[src/rtl/rv32i_mc_control.sv]
// Multi-cycle RV32I control unit: FETCH/DECODE/EXECUTE/MEM/WB sequencing with a memory
// wait watchdog and a sticky trap state that only reset can leave.
module rv32i_mc_control #(
    parameter int unsigned TIMEOUT = 16,
    parameter int unsigned CNT_W   = ($clog2(TIMEOUT + 1) < 1) ? 1 : $clog2(TIMEOUT + 1)
) (
    input  logic        clk,
    input  logic        reset,
    input  logic [31:0] instr_code,
    input  logic        imem_ready,
    input  logic        dmem_ready,
    input  logic        branch_taken,
    output logic        imem_req,
    output logic        ir_load,
    output logic        pc_wr_en,
    output logic [1:0]  pc_src,
    output logic        reg_wr_en,
    output logic [3:0]  alu_controls,
    output logic        aluSrcMuxSel,
    output logic [2:0]  RegWdataSel,
    output logic        dmem_req,
    output logic        d_wr_en,
    output logic        trap,
    output logic [1:0]  trap_cause,
    output logic        retired,
    output logic [2:0]  state
);

    localparam logic [2:0] StFetch   = 3'd0;
    localparam logic [2:0] StDecode  = 3'd1;
    localparam logic [2:0] StExecute = 3'd2;
    localparam logic [2:0] StMem     = 3'd3;
    localparam logic [2:0] StWb      = 3'd4;
    localparam logic [2:0] StTrap    = 3'd5;

    localparam logic [6:0] OpR      = 7'b0110011;
    localparam logic [6:0] OpImm    = 7'b0010011;
    localparam logic [6:0] OpLoad   = 7'b0000011;
    localparam logic [6:0] OpStore  = 7'b0100011;
    localparam logic [6:0] OpBranch = 7'b1100011;
    localparam logic [6:0] OpLui    = 7'b0110111;
    localparam logic [6:0] OpAuipc  = 7'b0010111;
    localparam logic [6:0] OpJal    = 7'b1101111;
    localparam logic [6:0] OpJalr   = 7'b1100111;

    localparam bit WdogEn = (TIMEOUT != 0);

    logic [2:0]       state_q, state_d;
    logic [CNT_W-1:0] cnt_q, cnt_d;
    logic [1:0]       cause_q, cause_d;
    logic [31:0]      ir_q;

    logic [6:0] opcode;
    logic [2:0] funct3;
    logic       is_r, is_imm, is_load, is_store, is_branch, is_lui, is_auipc, is_jal, is_jalr;
    logic       legal;
    logic       wait_expired;

    // Private copy of the fetched word so decode does not depend on the external IR timing.
    always_ff @(posedge clk or negedge reset) begin
        if (!reset) begin
            ir_q <= '0;
        end else if (ir_load) begin
            ir_q <= instr_code;
        end
    end

    assign opcode    = ir_q[6:0];
    assign funct3    = ir_q[14:12];
    assign is_r      = (opcode == OpR);
    assign is_imm    = (opcode == OpImm);
    assign is_load   = (opcode == OpLoad);
    assign is_store  = (opcode == OpStore);
    assign is_branch = (opcode == OpBranch);
    assign is_lui    = (opcode == OpLui);
    assign is_auipc  = (opcode == OpAuipc);
    assign is_jal    = (opcode == OpJal);
    assign is_jalr   = (opcode == OpJalr);
    assign legal     = is_r | is_imm | is_load | is_store | is_branch | is_lui | is_auipc |
                       is_jal | is_jalr;

    // Fires on the cycle whose low ready would bring the count up to TIMEOUT.
    assign wait_expired = WdogEn && ((32'(cnt_q) + 32'd1) == 32'(TIMEOUT));

    always_comb begin
        state_d = state_q;
        cnt_d   = cnt_q;
        cause_d = cause_q;
        unique case (state_q)
            StFetch: begin
                if (imem_ready) begin
                    state_d = StDecode;
                end else if (wait_expired) begin
                    state_d = StTrap;
                    cause_d = 2'd2;
                end else begin
                    cnt_d = cnt_q + 1'b1;
                end
            end
            StDecode: begin
                if (legal) begin
                    state_d = StExecute;
                end else begin
                    state_d = StTrap;
                    cause_d = 2'd1;
                end
            end
            StExecute: begin
                if (is_load || is_store) begin
                    state_d = StMem;
                end else if (is_branch) begin
                    state_d = StFetch;
                end else begin
                    state_d = StWb;
                end
            end
            StMem: begin
                if (dmem_ready) begin
                    state_d = is_store ? StFetch : StWb;
                end else if (wait_expired) begin
                    state_d = StTrap;
                    cause_d = 2'd3;
                end else begin
                    cnt_d = cnt_q + 1'b1;
                end
            end
            StWb:    state_d = StFetch;
            StTrap:  state_d = StTrap;
            default: state_d = StFetch;
        endcase
        // Any state change clears the counter, which covers every entry into FETCH and MEM.
        if (state_d != state_q) begin
            cnt_d = '0;
        end
    end

    always_ff @(posedge clk or negedge reset) begin
        if (!reset) begin
            state_q <= StFetch;
            cnt_q   <= '0;
            cause_q <= 2'd0;
        end else begin
            state_q <= state_d;
            cnt_q   <= cnt_d;
            cause_q <= cause_d;
        end
    end

    always_comb begin
        // Gated with reset so the fetch request stays low while reset is held.
        imem_req  = reset && (state_q == StFetch);
        ir_load   = reset && (state_q == StFetch) && imem_ready;
        pc_wr_en  = ((state_q == StExecute) && is_branch) ||
                    ((state_q == StMem) && is_store && dmem_ready) ||
                    (state_q == StWb);
        retired   = pc_wr_en;
        reg_wr_en = (state_q == StWb);
        dmem_req  = (state_q == StMem);
        d_wr_en   = (state_q == StMem) && is_store;
        trap      = (state_q == StTrap);
        trap_cause = cause_q;
        state     = state_q;

        pc_src = 2'd0;
        if (is_jal) begin
            pc_src = 2'd1;
        end else if (is_jalr) begin
            pc_src = 2'd2;
        end else if (is_branch) begin
            pc_src = {1'b0, branch_taken};
        end

        alu_controls = 4'b0000;
        if (is_r) begin
            alu_controls = {ir_q[30], funct3};
        end else if (is_imm) begin
            alu_controls = {(funct3 == 3'b101) && ir_q[30], funct3};
        end

        aluSrcMuxSel = is_imm | is_load | is_store | is_jalr;

        RegWdataSel = 3'd0;
        if (is_load) begin
            RegWdataSel = 3'd1;
        end else if (is_lui) begin
            RegWdataSel = 3'd2;
        end else if (is_auipc) begin
            RegWdataSel = 3'd3;
        end else if (is_jal || is_jalr) begin
            RegWdataSel = 3'd4;
        end
    end

endmodule

[config.mk]
export PLATFORM = sky130hd
export DESIGN_NAME = rv32i_mc_control
export DESIGN_NICKNAME = d
export VERILOG_FILES = /design/src/rtl/rv32i_mc_control.sv
export SDC_FILE = /design/constraint.sdc
export NUM_CORES = 1
export LEC_CHECK = 0
export CAP_MARGIN = 30
export CORE_UTILIZATION = 44
export CTS_BUF_LIST = sky130_fd_sc_hd__clkbuf_2
export CTS_CLUSTER_SIZE = 24
export DETAILED_ROUTE_END_ITERATION = 8
export PLACE_DENSITY_LB_ADDON = 0.3
export SYNTH_ARGS = -nofsm -noshare
export SYNTH_HDL_FRONTEND = slang
export SYNTH_SLANG_ARGS = --single-unit
[constraint.sdc]
create_clock -name clk -period 2.57 [get_ports clk]
set_input_delay 0.514 -clock clk [delete_from_list [all_inputs] [get_ports clk]]
set_output_delay 0.514 -clock clk [all_outputs]
set_load 0.01 [all_outputs]
# [Word-level counts from Yosys, hierarchy flattened]
# Cells that the tools add are included.
[word_totals] ff_bits=41 out_inout_bits=23 wordCells=84
[op_classes] n_eq_ne=24 add_sub_neg=2 muxes=28 n_bitwise=11 reduce_logical=15
[ops] operator="$mux W3" n=11
[ops] operator="$eq A7 B6 Y1 const B" n=3
[ops] operator="$eq A7 B7 Y1 const B" n=3
[ops] operator="$mux W5" n=4
[ops] operator="$pmux W3 S5" n=1
[ops] operator="$eq A7 B5 Y1 const B" n=2
[ops] operator="$mux W2" n=7
[ops] operator="$or A1 B1 Y1" n=11
[ops] operator="$pmux W5 S2" n=1
[ops] operator="$eq A3 B3 Y1 const B" n=3
[ops] operator="$mux W4" n=2
[ops] operator="$ne A2 B2 Y1 const B" n=4
[ops] operator="$eq A7 B2 Y1 const B" n=1
[ops] operator="$add A5 B1 Y6 const B" n=1
[ops] operator="$eq A3 B2 Y1 const B" n=2
[ops] operator="$eq A6 B5 Y1 const B" n=1
[ops] operator="$logic_and A1 B1 Y1" n=6
[ops] operator="$pmux W2 S3" n=1
[ops] operator="$reduce_and A6 Y1" n=1
[ops] operator="$reduce_bool A3 Y1" n=2
[ops] operator="$add A5 B1 Y5 const B" n=1
[ops] operator="$logic_or A1 B1 Y1" n=4
[ops] operator="$eq A3 B1 Y1 const B" n=1
[ops] operator="$logic_not A3 Y1" n=1
[ops] operator="6 further kinds" n=6

# [Depth between registers and ports, before layout]
[logic_depth] ltp_word=14 mapped_depth=7

# [Worst setup path after synthesis]
# No wires, ideal clock.
[synth_timing] path_type="reg-to-output" from="register state_q[0] (netlist: state[0])" to="output port ir_load" t_required_ns=2.056 stages_incl_launch_ff=6 arrival_ns=1.765 setup_slack_ns=0.291 cell_sequence="dfrtp_1 > or2_2 > nor3b_1 > nand2_1 > inv_2 > buf_2"
[synth_between] elab_chain_cells=3
[synth_lines] element="start: declaration" line_no="48" source="logic [2:0] state_q, state_d;"
[synth_lines] element="start signal: assignment" line_no="139" source="state_q <= StFetch;"
[synth_lines] element="start signal: assignment" line_no="143" source="state_q <= state_d;"
[synth_lines] element="$logic_not A3 Y1"
[synth_lines] element="$logic_and A1 B1 Y1"
[synth_lines] element="net imem_req" line_no="13" source="output logic imem_req,"
[synth_lines] element="$logic_and A1 B1 Y1" line_no="152" source="ir_load = reset && (state_q == StFetch) && imem_ready;"
[synth_lines] element="end: declaration" line_no="14" source="output logic ir_load,"
# The timed path passes the listed nets, and every way through them passes these cells.

# [Worst setup path in the final report]
[layout_timing] from="register ir_q[3]" to="output port pc_wr_en"
[layout_between] elab_chain_cells=5 word_cells_on_any_way=7 classes_between="2 x eq/ne; 5 x reduce/logical"
[layout_lines] element="start: declaration" line_no="51" source="logic [31:0] ir_q;"
[layout_lines] element="start signal: assignment" line_no="64" source="ir_q <= instr_code;"
[layout_lines] element="$eq A7 B6 Y1" line_no="73" source="assign is_store = (opcode == OpStore);"
[layout_lines] element="$logic_and A1 B1 Y1 (2 in a row)" line_no="154" source="((state_q == StMem) && is_store && dmem_ready) ||"
[layout_lines] element="$logic_or A1 B1 Y1 (*)" line_no="153" source="pc_wr_en = ((state_q == StExecute) && is_branch) ||"
[layout_lines] element="$logic_or A1 B1 Y1 (*)" line_no="154"
[layout_lines] element="end: declaration" line_no="15" source="output logic pc_wr_en,"
# Every way passes the cells marked *; elsewhere a longest branch is shown, timed or not.

==> results.txt <==
The total power density per cell area is 281 nW/um2, and the largest net degree at the start of global routing is 22. For this block, the via count after detailed routing is 1,420. 60 I/O pins were placed. The initial utilization of the core area, before any placement, comes to 46.6%.

The number of max-slew violations in the final report is 0. The number of enable-type register cells in the synthesized netlist works out to 0. The worst path in the final design needs a cycle of 2.48 ns, including I/O delays and setup.

Based on the critical path, the design can be clocked at up to 403 MHz. For the pin with the worst max-slew slack, the measured transition is 0.446 ns. The final critical path takes up 96.6% of the cycle. Cells with a size suffix above 1 make up 18.3% of the layout.

Most used flip-flop cell after synthesis: sky130_fd_sc_hd__dfrtp_1. The overall overflow remaining after global route was 0. After layout, the worst setup slack is 0.0876 ns. The headroom to the max-slew limit came out at 70.2%. The count of state elements after synthesis is 21, and the number of filler cells placed in the layout is 278. The final-stage net count came out at 257.

For this run, the detailed router's first-pass iteration total came to 4. For the total half-perimeter wirelength after legalization and detailed placement, the log shows 2620 um. The first-iteration detailed-routing DRC count was 85. The post-detailed-routing wire length is 3390 um. The type of the most critical hold path is register to register. At the placement stage, the worst setup path has a slack of 0.0320 ns.

Synthesis produced a netlist whose cell count is 169. Clock-pin slew was measured on the worst setup and hold paths at 0.21 ns. The sequential fraction of the synthesis area came out at 37.0%. STA classifies the critical path endpoint as an output pin. The run finished with clean final reports. The unique cell type count in the Yosys netlist was 51. Max-cap violations in this run came to 0.

Area of the die: 3460 um2. Using the TritonRoute via totals, the vias-per-cell ratio works out to 5.42. In this run the cell area of the synthesized design comes to 1420 um2. For this run, asynchronously set or reset flops after synthesis account for 100%.

The number of design rule violations left after detail routing was 0; the die outline width was 58.8 um. Across the routed clock network, the largest skew measured is 0.0186 ns. Dividing the detail-routed wire length by the instance count gives 12.9 um. A synthesized cell averages 8.41 um2.

The largest driver fanout on the critical path works out to 6. The worst hold path begins at ir_q[30]$_DFFE_PN0P_. Remaining number of nets flagged by the antenna check after routing: 0.

Setup violations remaining at the end of the flow were counted as 0. The top cell types in the final layout, fill and taps aside, are sky130_fd_sc_hd__nand2_1 (39), sky130_fd_sc_hd__clkdlybuf4s50_1 (30), sky130_fd_sc_hd__dfrtp_1 (21). In this run the standard cell core region covers 3050 um2. The TritonCTS sink count is 21. Clock latency on the worst-skew pair, taken at its later pin, is 0.33 ns. STA classifies the critical path startpoint as a register. Summed over all cells, the static leakage comes to 0.933 nW. The number of endpoints with negative hold slack in the final report is 0, and the number of CTS-inserted buffers is 3.

CTS placed an instance of sky130_fd_sc_hd__clkbuf_2 at the clock tree root. Across the VDD grid, the largest voltage drop is 0.196 mV. The global-route wire length before repair is 5810 um, and the number of buffers inserted by hold repair at cts is 0.

The run gives 0 as the number of antenna violations at the first check in global routing. During synthesis, Yosys emitted a total of 0 warnings. From synthesis to final layout, the design area changed by 38.4%. The launching point of the worst reg2reg path is ir_q[4]$_DFFE_PN0P_. In this run the deepest clock path goes through 2 buffers. Critical setup path kind: register to output pin. The count of inserted antenna diode cells came out at 0. Port buffering added 38 buffers.

The level count of the clock H-tree is 1, and the total design power is 0.553 mW. In the global route stage, overall resource usage came out at 22.2%. TritonCTS built the clock tree.

Setup repair after global routing could not meet its margin everywhere. STA puts the critical path data arrival time at 1.97 ns. In this run the core area contains 20 standard-cell rows. The run gives 2.06 ns as the required time at the worst-slack endpoint. The leading cell type in the layout, fill and taps excluded is sky130_fd_sc_hd__nand2_1. Hold timing on the final database bottoms out at a slack of 0.510 ns. Source of the critical timing path: ir_q[3]$_DFFE_PN0P_. The net count of the mapped netlist was 207; the via count of the first global-routing pass was 1,344. The final RePlAce weighted congestion is 0.868, and the die height is 58.8 um.
==> area by class of cell <==
| cell class | count | area [um2] | share of cell area (%) |
|---|---|---|---|
| clock inverter | 1 | 5.00 | 0.254 |
| inverter | 8 | 30.0 | 1.53 |
| tap | 44 | 55.1 | 2.80 |
| sequential | 21 | 526 | 26.7 |
| multi-input combinational | 132 | 842 | 42.8 |
| timing repair buffer | 53 | 494 | 25.1 |
| clock buffer | 3 | 15.0 | 0.763 |
==> through the flow <==
stage	area, um2	std cells	setup TNS, ns	utilization (%)
finish	1970	262	0	64.4
global route	1970	262	-0.123	64.4
CTS	1930	261	0	63.4
detailed placement	1920	257	0	62.7
global placement	1920	257	0	62.7
floorplan	1420	169	0	-
==> state kept, by name, summed over array words and instances, names as in the netlist <==
name and cells:
state 3, trap_cause 2, ir_q 11, cnt_q 5
==> logic make-up (layout without fill, tap and decap cells) <==
family	Yosys count	after routing	synth area share [%]
AND/OR/NAND/NOR	87	87	31.5
AO/OA/AOI/OAI	38	38	21.2
flip-flops	21	21	37.0
buffers and inverters	16	65	5.37
multiplexers	3	3	2.11
adder cells (fa/ha/maj)	2	2	1.58
XOR/XNOR	2	2	1.23
==> power by group <==
| part | total (mW) | internal (mW) | switching (mW) | leakage, nW |
|---|---|---|---|---|
| clock network | 0.138 | 0.0352 | 0.103 | 0.0164 |
| logic | 0.0662 | 0.0372 | 0.0290 | 0.659 |
| registers | 0.349 | 0.339 | 0.00961 | 0.258 |
==> cell usage after synthesis, types with 3 or more instances <==
library cell	n	area, um2
sky130_fd_sc_hd__and2_1	3	18.8
sky130_fd_sc_hd__and3_1	3	18.8
sky130_fd_sc_hd__nor4_1	4	25.0
sky130_fd_sc_hd__nor3_1	7	35.0
sky130_fd_sc_hd__nor2_1	9	33.8
sky130_fd_sc_hd__nor2b_1	4	25.0
sky130_fd_sc_hd__a21oi_1	8	40.0
sky130_fd_sc_hd__nand2_1	39	146
sky130_fd_sc_hd__buf_2	4	20.0
sky130_fd_sc_hd__mux2i_1	3	30.0
sky130_fd_sc_hd__o21ai_0	11	55.1
sky130_fd_sc_hd__inv_1	7	26.3
sky130_fd_sc_hd__nand3_1	3	15.0
sky130_fd_sc_hd__dfrtp_1	21	526
==> per-layer routing <==
layer | track usage [%] | share of wire, % | wire (um)
met1 | 29.5 | 46 | 1550
met2 | 37.0 | 48 | 1640
met3 | 3.08 | 4.7 | 161
met4 | 7.82 | 1.3 | 44
met5 | 0 | 0 | 0
==> timing repair <==
item | in CTS | in global routing
gates resized for setup | 6 | 9
endpoints found under the setup margin | 6 | 7
buffers inserted | 0 | 1
pin swaps | 2 | 0
==> worst max-delay path, cell delays in order (launching register included) <==
cell and delay [ns]:
sky130_fd_sc_hd__dfrtp_1 0.42, sky130_fd_sc_hd__nand3b_4 0.20, sky130_fd_sc_hd__or3_4 0.35, sky130_fd_sc_hd__nor4_1 0.18, sky130_fd_sc_hd__a21oi_1 0.07, sky130_fd_sc_hd__o21ai_1 0.15, sky130_fd_sc_hd__dlygate4sd2_1 0.29
==> final timing paths <==
path                                   endpoint  slack, ns  cells after the start
setup / recovery                       pc_wr_en       0.09                      6
hold / removal             ir_q[30]$_DFFE_PN0P_       0.51                      2
setup reg to reg           cnt_q[0]$_DFFE_PN0P_       0.47                      7
hold reg to reg            ir_q[30]$_DFFE_PN0P_       0.51                      2
max in group asynchronous  ir_q[12]$_DFFE_PN0P_       1.79                      2
min in group asynchronous    state[0]$_DFF_PN0_       0.54                      2
No activity file was read; power rests on OpenSTA's default activity.
